File: src/rtl/id_inst_buffer_if.sv
// rtl/id_inst_buffer_if.sv - fetch/decode side signals of the instruction buffer
interface id_inst_buffer_if #(
  parameter int DEPTH  = 4,
  parameter int ADDR_W = 32,
  parameter int INST_W = 32
);
  logic                     flush;
  logic                     push_valid;
  logic                     push_ready;
  logic [ADDR_W-1:0]        push_addr;
  logic [INST_W-1:0]        push_inst;
  logic                     pop_valid;
  logic                     pop_ready;
  logic [ADDR_W-1:0]        pop_addr;
  logic [INST_W-1:0]        pop_inst;
  logic                     pop_delayslot;
  logic                     branch_taken;
  logic [$clog2(DEPTH):0]   count;

  // Fetch/decode pipeline side
  modport master (
    output flush, push_valid, push_addr, push_inst, pop_ready, branch_taken,
    input  push_ready, pop_valid, pop_addr, pop_inst, pop_delayslot, count
  );

  // Buffer side
  modport slave (
    input  flush, push_valid, push_addr, push_inst, pop_ready, branch_taken,
    output push_ready, pop_valid, pop_addr, pop_inst, pop_delayslot, count
  );
endinterface

File: src/rtl/id_inst_buffer.sv
// rtl/id_inst_buffer.sv - IF-to-ID instruction FIFO with delay-slot squash and flush
module id_inst_buffer #(
  parameter int DEPTH  = 4,
  parameter int ADDR_W = 32,
  parameter int INST_W = 32
) (
  input logic             clk,
  input logic             rst,
  id_inst_buffer_if.slave bus
);
  localparam int PTR_W = $clog2(DEPTH);
  localparam int CNT_W = PTR_W + 1;

  logic [ADDR_W-1:0] addr_mem [DEPTH];
  logic [INST_W-1:0] inst_mem [DEPTH];
  logic [DEPTH-1:0]  tag_mem;

  logic [PTR_W-1:0]  rd_ptr;
  logic [PTR_W-1:0]  wr_ptr;
  logic [PTR_W-1:0]  rd_next;
  logic [PTR_W-1:0]  rd_next2;
  logic [PTR_W-1:0]  wr_next;
  logic [CNT_W-1:0]  count_q;
  logic              ds_pending;

  logic              full;
  logic              empty;
  logic              push_fire;
  logic              pop_fire;
  logic              branch_fire;
  logic              keep_queued;
  logic              wr_en;
  logic              wr_tag;

  assign full        = (count_q == CNT_W'(DEPTH));
  assign empty       = (count_q == '0);
  assign push_fire   = bus.push_valid & ~full;
  assign pop_fire    = ~empty & bus.pop_ready;
  assign branch_fire = pop_fire & bus.branch_taken & ~bus.flush;
  // The instruction right behind the branch is already queued: it becomes the
  // delay slot and everything after it (including a same-cycle push) is dropped.
  assign keep_queued = branch_fire & (count_q >= CNT_W'(2));

  assign rd_next  = rd_ptr + PTR_W'(1);
  assign rd_next2 = rd_ptr + PTR_W'(2);
  assign wr_next  = wr_ptr + PTR_W'(1);

  // A push is stored unless flushed or squashed; on a branch with a lone head,
  // the pushed word is the delay slot itself.
  assign wr_en  = push_fire & ~bus.flush & ~keep_queued;
  assign wr_tag = branch_fire | ds_pending;

  assign bus.push_ready    = ~full;
  assign bus.pop_valid     = ~empty;
  assign bus.pop_addr      = empty ? '0 : addr_mem[rd_ptr];
  assign bus.pop_inst      = empty ? '0 : inst_mem[rd_ptr];
  assign bus.pop_delayslot = empty ? 1'b0 : tag_mem[rd_ptr];
  assign bus.count         = count_q;

  // Entry storage: write on accepted push, retag the surviving delay slot on a branch
  always_ff @(posedge clk) begin
    if (wr_en) begin
      addr_mem[wr_ptr] <= bus.push_addr;
      inst_mem[wr_ptr] <= bus.push_inst;
      tag_mem[wr_ptr]  <= wr_tag;
    end
    if (keep_queued) begin
      tag_mem[rd_next] <= 1'b1;
    end
  end

  // Pointers, occupancy and the pending delay-slot flag
  always_ff @(posedge clk or posedge rst) begin
    if (rst) begin
      rd_ptr     <= '0;
      wr_ptr     <= '0;
      count_q    <= '0;
      ds_pending <= 1'b0;
    end else if (bus.flush) begin
      rd_ptr     <= '0;
      wr_ptr     <= '0;
      count_q    <= '0;
      ds_pending <= 1'b0;
    end else if (branch_fire) begin
      rd_ptr <= rd_next;
      if (keep_queued) begin
        wr_ptr  <= rd_next2;
        count_q <= CNT_W'(1);
      end else if (push_fire) begin
        wr_ptr     <= wr_next;
        count_q    <= CNT_W'(1);
        ds_pending <= 1'b0;
      end else begin
        count_q    <= '0;
        ds_pending <= 1'b1;
      end
    end else begin
      if (push_fire) begin
        wr_ptr     <= wr_next;
        ds_pending <= 1'b0;
      end
      if (pop_fire) begin
        rd_ptr <= rd_next;
      end
      if (push_fire && !pop_fire) begin
        count_q <= count_q + CNT_W'(1);
      end else if (!push_fire && pop_fire) begin
        count_q <= count_q - CNT_W'(1);
      end
    end
  end
endmodule

File: src/flat_wrapper.sv
// flat-port wrapper written by rule: the top's interface ports become plain ports
module id_inst_buffer_flat 
#(
  parameter int DEPTH  = 4,
  parameter int ADDR_W = 32,
  parameter int INST_W = 32
)
  (clk, rst, bus_flush, bus_push_valid, bus_push_addr, bus_push_inst, bus_pop_ready, bus_branch_taken, bus_push_ready, bus_pop_valid, bus_pop_addr, bus_pop_inst, bus_pop_delayslot, bus_count);
  id_inst_buffer_if #(.DEPTH(DEPTH), .ADDR_W(ADDR_W), .INST_W(INST_W)) bus_i ();
  input logic clk;
  input logic rst;
  input wire logic [$bits(bus_i.flush)-1:0] bus_flush;
  input wire logic [$bits(bus_i.push_valid)-1:0] bus_push_valid;
  input wire logic [$bits(bus_i.push_addr)-1:0] bus_push_addr;
  input wire logic [$bits(bus_i.push_inst)-1:0] bus_push_inst;
  input wire logic [$bits(bus_i.pop_ready)-1:0] bus_pop_ready;
  input wire logic [$bits(bus_i.branch_taken)-1:0] bus_branch_taken;
  output wire logic [$bits(bus_i.push_ready)-1:0] bus_push_ready;
  output wire logic [$bits(bus_i.pop_valid)-1:0] bus_pop_valid;
  output wire logic [$bits(bus_i.pop_addr)-1:0] bus_pop_addr;
  output wire logic [$bits(bus_i.pop_inst)-1:0] bus_pop_inst;
  output wire logic [$bits(bus_i.pop_delayslot)-1:0] bus_pop_delayslot;
  output wire logic [$bits(bus_i.count)-1:0] bus_count;
  assign bus_i.flush = bus_flush;
  assign bus_i.push_valid = bus_push_valid;
  assign bus_i.push_addr = bus_push_addr;
  assign bus_i.push_inst = bus_push_inst;
  assign bus_i.pop_ready = bus_pop_ready;
  assign bus_i.branch_taken = bus_branch_taken;
  assign bus_push_ready = bus_i.push_ready;
  assign bus_pop_valid = bus_i.pop_valid;
  assign bus_pop_addr = bus_i.pop_addr;
  assign bus_pop_inst = bus_i.pop_inst;
  assign bus_pop_delayslot = bus_i.pop_delayslot;
  assign bus_count = bus_i.count;
  id_inst_buffer #(.DEPTH(DEPTH), .ADDR_W(ADDR_W), .INST_W(INST_W)) u_core (.clk(clk), .rst(rst), .bus(bus_i));
endmodule
File: config.mk
export PLATFORM = sky130hd
export DESIGN_NAME = id_inst_buffer_flat
export DESIGN_NICKNAME = d
export VERILOG_FILES = /design/src/rtl/id_inst_buffer_if.sv /design/src/rtl/id_inst_buffer.sv /design/src/flat_wrapper.sv
export SDC_FILE = /design/constraint.sdc
export NUM_CORES = 1
export LEC_CHECK = 0
export ABC_AREA = 1
export CAP_MARGIN = 15
export CORE_MARGIN = 5
export CORE_UTILIZATION = 25
export DETAILED_ROUTE_END_ITERATION = 16
export PLACE_DENSITY_LB_ADDON = 0.08
export SLEW_MARGIN = 20
export SYNTH_ARGS = -nofsm -noshare
export SYNTH_HDL_FRONTEND = slang
export SYNTH_SLANG_ARGS = --single-unit
File: constraint.sdc
create_clock -name clk -period 4.5 [get_ports clk]
set_clock_uncertainty 0.05 [all_clocks]
set_input_delay 1.35 -clock clk [delete_from_list [all_inputs] [get_ports clk]]
set_output_delay 1.35 -clock clk [all_outputs]
set_load 0.05 [all_outputs]
==> Flow_metrics.wiki, run 1 <==
{| class="wikitable"
! Metric !! Value
|-
| Count of clock tree sinks || approximately 270
|-
| Count of mapped cells out of synthesis || a little under 900
|-
| Fraction of the core area covered by cells at the end of the flow || 0.3224
|-
| Relative slew slack || 0.3812
|-
| Maximum level of the CTS H-tree || 2
|-
| Antenna-violating nets left || 0
|-
| Signed area change from the synthesized netlist to the final layout || 28.05%
|-
| DRC errors left || 0
|-
| Setup ws final || approximately 630 ps
|-
| Status || complete, no violations
|-
| Ys Warns || 0
|-
| Remaining Overflow, GRT || 0
|-
| Kind of end point of the critical path || output port
|-
| Hold-fix buffers, CTS || 0
|-
| Register bit total from synthesis || about 270
|-
| Initial core utilization || 0.2518
|-
| Time the worst path needs with I/O delays and setup || slightly below 4000 ps
|-
| Tightest Hold Check Type || register to register
|-
| Height of the die || around 220 µm
|-
| Ratio of cells with drive above 1 in the final layout || 0.1487
|-
| Tightest hold margin || about 430 ps
|-
| Slew @ Worst Pin || 928.2 ps
|-
| Leading cell types in the layout, fill and taps excluded || 265 x sky130_fd_sc_hd__nor2_1, 256 x sky130_fd_sc_hd__edfxtp_1, 135 x sky130_fd_sc_hd__o21ai_0, 74 x sky130_fd_sc_hd__clkdlybuf4s50_1, 74 x sky130_fd_sc_hd__buf_4
|-
| Overall routed net length || ~30 mm
|-
| Fmax || 258.6 MHz
|-
| Number of global-route vias before repair || 7,081
|-
| Post-cts repair resize count || 0
|-
| Arrival time at the worst endpoint || around 2500 ps
|-
| Unique masters post-synth || 28
|-
| Port bufs || about 140
|-
| Clock-pin transition on the worst setup and hold timing paths || 60 ps
|-
| Number of antenna diodes || 0
|-
| Setup violations, final || 0
|-
| Largest fanout of any net on the critical path || 25
|-
| Routability cong. || approximately 0.7
|-
| Proportion of synthesized chip area in sequential cells || 0.7378
|-
| Net count of the mapped netlist || 963
|-
| Max_cap viols || 0
|-
| Number of primary I/O pins || 140
|-
| Largest voltage drop on the vdd net || ~0.31 mV
|-
| Antenna violations before repair || 0
|-
| Global routing usage summed across all routing layers || 0.1220
|-
| Power per unit of standard cell area || 697.5 mW/mm²
|-
| Hpwl dp || around 18 mm
|-
| Wire length of the first global-routing pass || roughly 44 mm
|-
| Post-route standard cell area excluding fillers || 0.01383 mm²
|-
| Final Hold Vio Count || 0
|-
| TritonCTS clock tree || built
|-
| Kind of launch point of the worst setup path || register
|-
| Setup repair after global routing missed its margin || false
|-
| Number of setup buffers added after CTS || 0
|-
| Total negative setup slack || 0 ps
|-
| Final worst-path cycle share || 0.8592
|-
| Post-layout nets || roughly 1,100
|-
| Area of the core region || roughly 0.043 mm²
|-
| First-iteration detailed-routing DRC count || approximately 400
|-
| Largest net degree at the start of global routing || around 130
|-
| Pre-CTS WS || approximately 850 ps
|-
| Instance area at placement || about 0.013 mm²
|-
| Routed vias || 6,937
|-
| Final max-slew violation count || 0
|-
| Latest clock arrival within the worst-skew pair || 490 ps
|-
| Average instance area after synthesis || between 10 and 15 µm²
|-
| Worst-case clock buffer depth || 3
|-
| Number of buffers created by CTS || 34
|-
| Routed length per placed instance || 18.12 µm
|-
| Req. time, crit path || between 3000 and 4000 ps
|-
| Router iterations before antenna repair || 4
|-
| Average vias per placed instance || around 4.2
|-
| Commonest non-fill, non-tap cell in the layout || sky130_fd_sc_hd__nor2_1
|-
| Type of the worst setup path || register to output port
|-
| FP Rows || 76
|-
| Standby leakage power || 0.004787 µW
|-
| Horizontal die dimension || 217.8 µm
|-
| Syn Std Cell Area || roughly 0.011 mm²
|-
| Clock tree root buffer cell || sky130_fd_sc_hd__clkbuf_16
|-
| Floorplan die area || about 0.047 mm²
|}
-- path summary, 6_finish.rpt --
kind                                           from                    end  slack, ps  cells past startpoint
worst max-delay path            u_core.bus.count[2]        bus_pop_inst[0]        630                      6
worst min-delay path              u_core.ds_pending      u_core.ds_pending        430                      2
worst max register to register  u_core.bus.count[2]  u_core.addr_mem[3][7]       2210                      6
worst min register to register    u_core.ds_pending      u_core.ds_pending        430                      2
max in group asynchronous                       rst       u_core.rd_ptr[0]       3080                      2
min in group asynchronous                       rst    u_core.bus.count[0]       1050                      2
-- metal layers --
layer  GRT usage  routed length [µm]  vias up
met3     0.02402                1211       37
met4     0.03014                 485        0
met1      0.1685               13800     3381
li1            -                   -     3389
met2      0.1991               14100      130
met5           0                   0        -
-- critical path, stage by stage, from the launching register on --
cell	delay (ps)
sky130_fd_sc_hd__dfrtp_1	460
sky130_fd_sc_hd__nor2_4	240
sky130_fd_sc_hd__nand2_4	120
sky130_fd_sc_hd__inv_2	360
sky130_fd_sc_hd__buf_4	430
sky130_fd_sc_hd__a21oi_1	120
sky130_fd_sc_hd__buf_4	210
-- per-stage QoR --
step	power, µW	cells
after detailed placement	7292	1576
after floorplan	5833	884
after global routing	10200	1634
after CTS	9863	1634
final	9645	1634
after global placement	7301	1576
-- state kept, by name (all words and copies together), names as in the netlist --
| register | count |
|---|---|
| u_core.addr_mem | 128 |
| u_core.wr_ptr | 2 |
| u_core.inst_mem | 128 |
| u_core.ds_pending | 1 |
| u_core.tag_mem | 4 |
| u_core.bus.count | 3 |
| u_core.rd_ptr | 2 |
-- layout make-up --
type                    instances  area [µm²]
clock buffers                  44       929.6
clock inverters                14       98.84
fillers                      4288       29060
inverters                      22       83.83
multi-input cells             544        2535
flip-flops and latches        268        7973
well taps                     585       732.0
repair buffers                157        1476
-- cells in the mapped netlist --
| master | number | share of area |
|---|---|---|
| sky130_fd_sc_hd__clkbuf_1 | 20 | 0.0070 |
| sky130_fd_sc_hd__nand2_1 | 38 | 0.013 |
| sky130_fd_sc_hd__xnor2_1 | 1 | 0.00081 |
| sky130_fd_sc_hd__dfrtp_1 | 8 | 0.019 |
| sky130_fd_sc_hd__o21ai_0 | 135 | 0.063 |
| sky130_fd_sc_hd__a21oi_1 | 68 | 0.032 |
| sky130_fd_sc_hd__inv_2 | 4 | 0.0014 |
| sky130_fd_sc_hd__ha_1 | 8 | 0.0093 |
| sky130_fd_sc_hd__buf_4 | 11 | 0.0076 |
| sky130_fd_sc_hd__nand2_4 | 3 | 0.0031 |
| sky130_fd_sc_hd__fa_1 | 1 | 0.0019 |
| sky130_fd_sc_hd__dfxtp_1 | 4 | 0.0074 |
| sky130_fd_sc_hd__nor2_2 | 2 | 0.0012 |
| sky130_fd_sc_hd__nand3_2 | 1 | 0.00093 |
| sky130_fd_sc_hd__nand4_4 | 1 | 0.0020 |
| sky130_fd_sc_hd__nor2_4 | 3 | 0.0031 |
| sky130_fd_sc_hd__nand2_2 | 2 | 0.0012 |
| sky130_fd_sc_hd__edfxtp_1 | 256 | 0.71 |
| sky130_fd_sc_hd__buf_1 | 7 | 0.0024 |
| sky130_fd_sc_hd__o21ai_4 | 1 | 0.0015 |
| sky130_fd_sc_hd__buf_2 | 12 | 0.0056 |
| sky130_fd_sc_hd__o21ai_1 | 2 | 0.00093 |
| sky130_fd_sc_hd__a211oi_1 | 1 | 0.00070 |
| sky130_fd_sc_hd__o21ai_2 | 2 | 0.0016 |
| sky130_fd_sc_hd__nor2_1 | 269 | 0.094 |
| sky130_fd_sc_hd__nand3_1 | 5 | 0.0023 |
| sky130_fd_sc_hd__inv_1 | 18 | 0.0063 |
| sky130_fd_sc_hd__nand3b_1 | 1 | 0.00070 |
-- cells by family after synthesis --
| kind of cell | count (synthesis) | share of synthesized area |
|---|---|---|
| xor+xnor | 1 | 0.0008112 |
| buf+inv | 72 | 0.03024 |
| fa+ha+maj | 9 | 0.01112 |
| compound gates | 209 | 0.09883 |
| flops | 268 | 0.7378 |
| simple gates | 325 | 0.1212 |
-- power breakdown --
group          internal [µW]  switching [µW]
Clock                   1510            1000
Combinational           1100            3060
Sequential              2920            59.4
Note: power is estimated with default switching activity, not from simulation.
==> run 2, diff against run 1 <==
--- a/config.mk
+++ b/config.mk
@@ -8,7 +8,7 @@
 export ABC_AREA = 1
 export CAP_MARGIN = 15
 export CORE_MARGIN = 5
-export CORE_UTILIZATION = 25
+export CORE_UTILIZATION = 40
 export DETAILED_ROUTE_END_ITERATION = 16
 export PLACE_DENSITY_LB_ADDON = 0.08
 export SLEW_MARGIN = 20
==> constraint.sdc (replaced) <==
create_clock -name clk -period 4.11 [get_ports clk]
set_clock_uncertainty 0.05 [all_clocks]
set_input_delay 0.6165 -clock clk [delete_from_list [all_inputs] [get_ports clk]]
set_output_delay 0.6165 -clock clk [all_outputs]
set_load 0.05 [all_outputs]
==> run 2 against run 1 <==
Against the previous run:
- utilization increased by 18 points
- worst setup slack got worse by 250 ps
- first-iteration DRC count increased by 40%
- sequential cell count unchanged
- register-to-register slack got worse by 350 ps
- count of clock-buffer cells in the layout decreased by 5
==> Flow_metrics.wiki, run 2 (synthesis gave the netlist of run 1 again) <==
{| class="wikitable"
! Metric !! Value
|-
| Worst flop-to-flop path endpoint || u_core.inst_mem[2][30] (was u_core.addr_mem[3][7])
|-
| Fraction of the core area covered by cells at the end of the flow || 0.5006 (was 0.3224)
|-
| Final Hold Vio Count || 0 (unchanged)
|-
| Power per unit of standard cell area || 754.1 mW/mm² (was 697.5 mW/mm²)
|-
| Router iterations before antenna repair || 5 (was 4)
|-
| Height of the die || 174.3 µm (was 217.8 µm)
|-
| Antenna violations before repair || 1 (was 0)
|-
| Largest net degree at the start of global routing || 117 (was 134)
|-
| Hold-fix buffers, CTS || 0 (unchanged)
|-
| Maximum level of the CTS H-tree || 1 (was 2)
|-
| Leading cell types in the layout, fill and taps excluded || 265 x sky130_fd_sc_hd__nor2_1, 256 x sky130_fd_sc_hd__edfxtp_1, 135 x sky130_fd_sc_hd__o21ai_0, 135 x sky130_fd_sc_hd__clkdlybuf4s50_1, 68 x sky130_fd_sc_hd__a21oi_1 (was 265 x sky130_fd_sc_hd__nor2_1, 256 x sky130_fd_sc_hd__edfxtp_1, 135 x sky130_fd_sc_hd__o21ai_0, 74 x sky130_fd_sc_hd__clkdlybuf4s50_1, 74 x sky130_fd_sc_hd__buf_4)
|-
| Floorplan die area || 0.03038 mm² (was 0.04745 mm²)
|-
| Global routing usage summed across all routing layers || 0.1613 (was 0.1220)
|-
| Clock tree root buffer cell || sky130_fd_sc_hd__clkbuf_16 (unchanged)
|-
| Routed vias || 6,888 (was 6,937)
|-
| Fmax || roughly 270 MHz
|-
| Type of the worst setup path || register to output port (unchanged)
|-
| Relative slew slack || 0.6139 (was 0.3812)
|-
| Port bufs || 139 (unchanged)
|-
| Ratio of cells with drive above 1 in the final layout || 0.07950 (was 0.1487)
|-
| Startpoint of the worst-slack reg-to-reg timing path || u_core.bus.count[2] (unchanged)
|-
| Regs by FF count || u_core.addr_mem x128, u_core.inst_mem x128, u_core.tag_mem x4 (unchanged)
|-
| Number of setup buffers added after CTS || 0 (unchanged)
|-
| Kind of launch point of the worst setup path || register (unchanged)
|-
| Max_cap viols || 0 (unchanged)
|-
| FP Rows || 60 (was 76)
|-
| Number of global-route vias before repair || 6,830 (was 7,081)
|-
| Pwr Total || 10,120 µW (was 9645 µW)
|-
| Initial core utilization || 0.4029 (was 0.2518)
|-
| Post-layout nets || 1,101 (was 1,106)
|-
| Wire length of the first global-routing pass || 39.18 mm (was 44.36 mm)
|-
| Count of non-filler cells in the finished layout || 1,385 (was 1,634)
|-
| Fill cell instance count of the final layout || 2,381 (was 4,288)
|-
| Kind of end point of the critical path || output port (unchanged)
|-
| Setup repair after global routing missed its margin || false (unchanged)
|-
| Horizontal die dimension || 174.3 µm (was 217.8 µm)
|-
| Number of primary I/O pins || 140 (unchanged)
|-
| Number of cells traversed by the worst register-to-register path || 6 (unchanged)
|-
| Routed length per placed instance || 18.16 µm (was 18.12 µm)
|-
| Worst-case clock buffer depth || 3 (unchanged)
|-
| Hpwl dp || 14.65 mm (was 17.64 mm)
|-
| Clock-pin transition on the worst setup and hold timing paths || 60 ps (about the same)
|-
| Commonest non-fill, non-tap cell in the layout || sky130_fd_sc_hd__nor2_1 (unchanged)
|-
| Final max-slew violation count || 0 (unchanged)
|-
| Number of placed cells counting well taps || 1,332 (was 1,576)
|-
| First-iteration detailed-routing DRC count || 560 (was 401)
|-
| Status || complete, no violations (unchanged)
|-
| Instance area at placement || 0.01258 mm² (was 0.01280 mm²)
|-
| Remaining Overflow, GRT || 0 (unchanged)
|-
| TritonCTS clock tree || built (unchanged)
|-
| Signed area change from the synthesized netlist to the final layout || 24.23% (was 28.05%)
|-
| Area of the core region || 0.02680 mm² (was 0.04289 mm²)
|-
| Antenna-violating nets left || 0 (unchanged)
|-
| Arrival time at the worst endpoint || 3060 ps (was 2470 ps)
|-
| Number of buffers created by CTS || 29 (was 34)
|-
| Average vias per placed instance || 4.973 (was 4.245)
|-
| Post-cts repair resize count || 0 (unchanged)
|-
| Number of antenna diodes || 0 (unchanged)
|-
| Count of clock tree sinks || 268 (unchanged)
|-
| Post-route standard cell area excluding fillers || 0.01342 mm² (was 0.01383 mm²)
|-
| Time the worst path needs with I/O delays and setup || between 3000 and 4000 ps
|-
| Final worst-path cycle share || 0.9076
|-
| Largest fanout of any net on the critical path || 116 (was 25)
|-
| Req. time, crit path || 3440 ps (was 3100 ps)
|-
| Slew @ Worst Pin || 579.2 ps (was 928.2 ps)
|-
| Latest clock arrival within the worst-skew pair || 520 ps (was 490 ps)
|-
| Largest voltage drop on the vdd net || 0.3990 mV (was 0.3081 mV)
|-
| Total negative setup slack || 0 ps (unchanged)
|-
| Routability cong. || 0.7490 (was 0.6961)
|-
| Tightest Hold Check Type || input pin to async pin (was register to register)
|-
| Setup violations, final || 0 (unchanged)
|-
| DRC errors left || 0 (unchanged)
|-
| Standby leakage power || 0.004573 µW (was 0.004787 µW)
|-
| Overall routed net length || 25.16 mm (was 29.60 mm)
|-
| Minimum setup slack among reg-to-reg paths || 1860 ps (was 2210 ps)
|}
## run 2: worst max path at each step
stage / from / to
after CTS: u_core.rd_ptr[0] / bus_pop_inst[28]
after global routing: u_core.rd_ptr[0] / bus_pop_inst[15]
final: u_core.rd_ptr[0] / bus_pop_addr[4]
after global placement: u_core.rd_ptr[0] / bus_pop_inst[15]
after floorplan: u_core.bus.count[0] / u_core.addr_mem[0][0]
after detailed placement: u_core.rd_ptr[0] / bus_pop_inst[27]
## run 2: final cells by class
cell class              count  area (µm²)  share of cell area
inverters                  22       83.83            0.006249
flip-flops and latches    268        7973              0.5943
clock inverters            14       67.56            0.005036
well taps                 341       426.7             0.03180
multi-input cells         544        2535              0.1890
repair buffers            157        1567              0.1168
clock buffers              39       763.2             0.05689
## run 2: critical path, stage by stage (launching register included)
cell and delay (ps):
sky130_fd_sc_hd__dfrtp_4 570, sky130_fd_sc_hd__buf_12 460, sky130_fd_sc_hd__nor2_1 100, sky130_fd_sc_hd__nor2_1 90, sky130_fd_sc_hd__o21ai_0 80, sky130_fd_sc_hd__a21oi_1 260, sky130_fd_sc_hd__clkdlybuf4s50_1 860
## run 2: report_power, final
group / switching [µW] / internal [µW]
registers: 115 / 3200
clock network: 1000 / 1290
logic: 3170 / 1340
total: 4290 / 5830
## run 2: layer usage
layer	up-vias	routed length, µm	share of wire	GRT usage
met2	155	11690	0.46	0.2619
met3	28	1290	0.051	0.03393
met5	-	7	0.00028	0
li1	3376	-	-	-
met1	3327	11850	0.47	0.2295
met4	2	316	0.013	0.02705
## run 2: per-stage QoR
stage	setup WS (ps)	hold WS, ps
2_1_floorplan	-673.3	382.2
3_3_place_gp	893.5	406.8
3_5_place_dp	906.2	420.7
4_1_cts	337.9	309.7
5_1_grt	195.7	341.0
6_report	380.0	304.8
==> run 3, diff against run 2 <==
--- a/config.mk
+++ b/config.mk
@@ -7,6 +7,7 @@
 export LEC_CHECK = 0
 export ABC_AREA = 1
 export CAP_MARGIN = 15
+export CORE_ASPECT_RATIO = 1.25
 export CORE_MARGIN = 5
 export CORE_UTILIZATION = 40
 export DETAILED_ROUTE_END_ITERATION = 16
==> run 3 against run 2 <==
Against the previous run:
- total power increased by 0.74%
- utilization increased by 0.20 points
- clock power increased by 3%
- count of clock-buffer cells in the layout decreased by 5
- combinational power increased by 1%
- first-iteration DRC count decreased by 33%
- worst setup slack improved by 84 ps
- non-clock buffer count decreased by 2
- routed wire length decreased by 1.2%
==> Flow_metrics.wiki, run 3 (synthesis gave the netlist of run 1 again) <==
{| class="wikitable"
! Metric !! Value
|-
| Critical path launch point || u_core.rd_ptr[0] (unchanged)
|-
| Post-layout nets || 1,097 (was 1,101)
|-
| Antenna violations before repair || 1 (unchanged)
|-
| Routability cong. || 0.7027 (was 0.7490)
|-
| Setup violations, final || 0 (unchanged)
|-
| DRC errors left || 0 (unchanged)
|-
| FP Rows || 67 (was 60)
|-
| Kind of launch point of the worst setup path || register (unchanged)
|-
| Startpoint of the worst-slack reg-to-reg timing path || u_core.bus.count[2] (unchanged)
|-
| Number of cells traversed by the worst register-to-register path || 6 (unchanged)
|-
| Commonest non-fill, non-tap cell in the layout || sky130_fd_sc_hd__nor2_1 (unchanged)
|-
| Final worst-path cycle share || 0.8872 (was 0.9076)
|-
| Number of primary I/O pins || 140 (unchanged)
|-
| Final max-slew violation count || 0 (unchanged)
|-
| Floorplan die area || 0.03040 mm² (was 0.03038 mm²)
|-
| Worst flop-to-flop path endpoint || u_core.addr_mem[0][10] (was u_core.inst_mem[2][30])
|-
| Largest fanout of any net on the critical path || 133 (was 116)
|-
| Arrival time at the worst endpoint || 2980 ps (was 3060 ps)
|-
| Slew @ Worst Pin || 930.2 ps (was 579.2 ps)
|-
| Ratio of cells with drive above 1 in the final layout || 0.07737 (was 0.07950)
|-
| Fill cell instance count of the final layout || 2,333 (was 2,381)
|-
| Minimum setup slack among reg-to-reg paths || 1750 ps (was 1860 ps)
|-
| Status || complete, no violations (unchanged)
|-
| Hold-fix buffers, CTS || 0 (unchanged)
|-
| Leading cell types in the layout, fill and taps excluded || 265 x sky130_fd_sc_hd__nor2_1, 256 x sky130_fd_sc_hd__edfxtp_1, 139 x sky130_fd_sc_hd__clkdlybuf4s50_1, 135 x sky130_fd_sc_hd__o21ai_0, 68 x sky130_fd_sc_hd__a21oi_1 (was 265 x sky130_fd_sc_hd__nor2_1, 256 x sky130_fd_sc_hd__edfxtp_1, 135 x sky130_fd_sc_hd__o21ai_0, 135 x sky130_fd_sc_hd__clkdlybuf4s50_1, 68 x sky130_fd_sc_hd__a21oi_1)
|-
| Clock tree root buffer cell || sky130_fd_sc_hd__clkbuf_16 (unchanged)
|-
| Pwr Total || 10,190 µW (was 10,120 µW)
|-
| Antenna-violating nets left || 0 (unchanged)
|-
| Tightest Hold Check Type || input pin to async pin (unchanged)
|-
| Power per unit of standard cell area || 758.3 mW/mm² (was 754.1 mW/mm²)
|-
| Count of clock tree sinks || 268 (unchanged)
|-
| Time the worst path needs with I/O delays and setup || 3647 ps (was 3730 ps)
|-
| Termination of the worst setup path || bus_pop_delayslot (was bus_pop_addr[4])
|-
| Number of global-route vias before repair || 6,995 (was 6,830)
|-
| Global routing usage summed across all routing layers || 0.1607 (was 0.1613)
|-
| Max_cap viols || 0 (unchanged)
|-
| Regs by FF count || u_core.addr_mem x128, u_core.inst_mem x128, u_core.tag_mem x4 (unchanged)
|-
| Post-cts repair resize count || 0 (unchanged)
|-
| Largest voltage drop on the vdd net || 0.5092 mV (was 0.3990 mV)
|-
| Relative slew slack || 0.3799 (was 0.6139)
|-
| Wire length of the first global-routing pass || 38.72 mm (was 39.18 mm)
|-
| Pre-CTS WS || 1005 ps (was 906.2 ps)
|-
| Kind of end point of the critical path || output port (unchanged)
|-
| Routed vias || 6,827 (was 6,888)
|-
| Initial core utilization || 0.4038 (was 0.4029)
|-
| Setup ws final || 463.5 ps (was 380.0 ps)
|-
| Port bufs || 139 (unchanged)
|-
| Horizontal die dimension || 157.0 µm (was 174.3 µm)
|-
| Number of setup buffers added after CTS || 0 (unchanged)
|-
| First-iteration detailed-routing DRC count || 378 (was 560)
|-
| Routed length per placed instance || 18.02 µm (was 18.16 µm)
|-
| Height of the die || 193.7 µm (was 174.3 µm)
|-
| Worst-case clock buffer depth || 3 (unchanged)
|-
| Setup repair after global routing missed its margin || false (unchanged)
|-
| TritonCTS clock tree || built (unchanged)
|-
| Standby leakage power || 0.004582 µW (was 0.004573 µW)
|-
| Remaining Overflow, GRT || 0 (unchanged)
|-
| Fmax || 274.2 MHz (was 268.1 MHz)
|-
| Overall routed net length || 24.85 mm (was 25.16 mm)
|-
| Hpwl dp || 13.76 mm (was 14.65 mm)
|-
| Clock-pin transition on the worst setup and hold timing paths || 60 ps (about the same)
|-
| Type of the worst setup path || register to output port (unchanged)
|-
| Largest net degree at the start of global routing || 134 (was 117)
|-
| Number of antenna diodes || 0 (unchanged)
|-
| Average vias per placed instance || 4.951 (was 4.973)
|-
| Number of buffers created by CTS || 27 (was 29)
|-
| Area of the core region || 0.02674 mm² (was 0.02680 mm²)
|-
| Req. time, crit path || 3440 ps (about the same)
|-
| Latest clock arrival within the worst-skew pair || 520 ps (about the same)
|-
| Signed area change from the synthesized netlist to the final layout || 24.46% (was 24.23%)
|-
| Router iterations before antenna repair || 5 (unchanged)
|-
| Tightest hold margin || 309.8 ps (was 304.8 ps)
|-
| Final Hold Vio Count || 0 (unchanged)
|-
| Maximum level of the CTS H-tree || 1 (unchanged)
|}
-- run 3: cell types whose count changed in the layout (fill, tap and decap cells not counted) --
| cell | change |
|---|---|
| sky130_fd_sc_hd__buf_4 | -7 |
| sky130_fd_sc_hd__clkinv_1 | -7 |
| sky130_fd_sc_hd__clkbuf_1 | -4 |
| sky130_fd_sc_hd__clkdlybuf4s50_1 | +4 |
| sky130_fd_sc_hd__bufinv_16 | +3 |
| sky130_fd_sc_hd__clkinv_2 | +3 |
| sky130_fd_sc_hd__clkbuf_16 | -2 |
| sky130_fd_sc_hd__clkinvlp_4 | -2 |
| sky130_fd_sc_hd__buf_12 | +1 |
| sky130_fd_sc_hd__clkbuf_8 | +1 |
-- run 3: through the flow --
step | area (µm²) | std cells | util | setup TNS (ps)
global placement | 12600 | 1334 | 0.4711 | 0
finish | 13440 | 1379 | 0.5026 | 0
global route | 13440 | 1379 | 0.5026 | 0
CTS | 13440 | 1379 | 0.5026 | 0
floorplan | 10800 | 884 | - | -172370
detailed placement | 12600 | 1334 | 0.4711 | 0
-- run 3: power by group --
group | total (µW) | switching [µW] | leakage (µW) | internal (µW)
Clock | 2370 | 962 | 0.000417 | 1400
Combinational | 4570 | 3220 | 0.00171 | 1340
Sequential | 3260 | 63.3 | 0.00246 | 3200
-- run 3: per-layer routing --
| metal | vias to the layer above | routed length [µm] | track usage |
|---|---|---|---|
| met2 | 153 | 12300 | 0.2785 |
| met1 | 3267 | 10620 | 0.2094 |
| met4 | 2 | 472 | 0.03569 |
| met3 | 40 | 1441 | 0.03081 |
| li1 | 3365 | - | - |
| met5 | - | 13 | 0 |
-- run 3: area by class of cell --
cell class              count  area [µm²]  area share
repair buffers            155        1574      0.1171
well taps                 345       431.7     0.03212
flip-flops and latches    268        7973      0.5932
multi-input cells         544        2535      0.1886
inverters                  22       83.83    0.006237
clock buffers              34       711.9     0.05297
clock inverters            11       131.4    0.009775
-- run 3: worst min-delay path by stage --
stage,from,to,slack [ps],cells past startpoint
2_1_floorplan,rst,u_core.bus.count[0],380,1
3_3_place_gp,u_core.ds_pending,u_core.ds_pending,410,2
3_5_place_dp,u_core.ds_pending,u_core.ds_pending,410,2
4_1_cts,rst,u_core.bus.count[0],300,2
5_1_grt,rst,u_core.bus.count[0],340,2
6_report,rst,u_core.bus.count[0],310,2
-- run 3: critical path: stages (launching register included) --
cell and delay [ps]:
sky130_fd_sc_hd__dfrtp_4 430, sky130_fd_sc_hd__buf_12 400, sky130_fd_sc_hd__nor2_1 110, sky130_fd_sc_hd__nor2_1 120, sky130_fd_sc_hd__o21ai_0 110, sky130_fd_sc_hd__a21oi_1 270
sky130_fd_sc_hd__clkdlybuf4s50_1 860
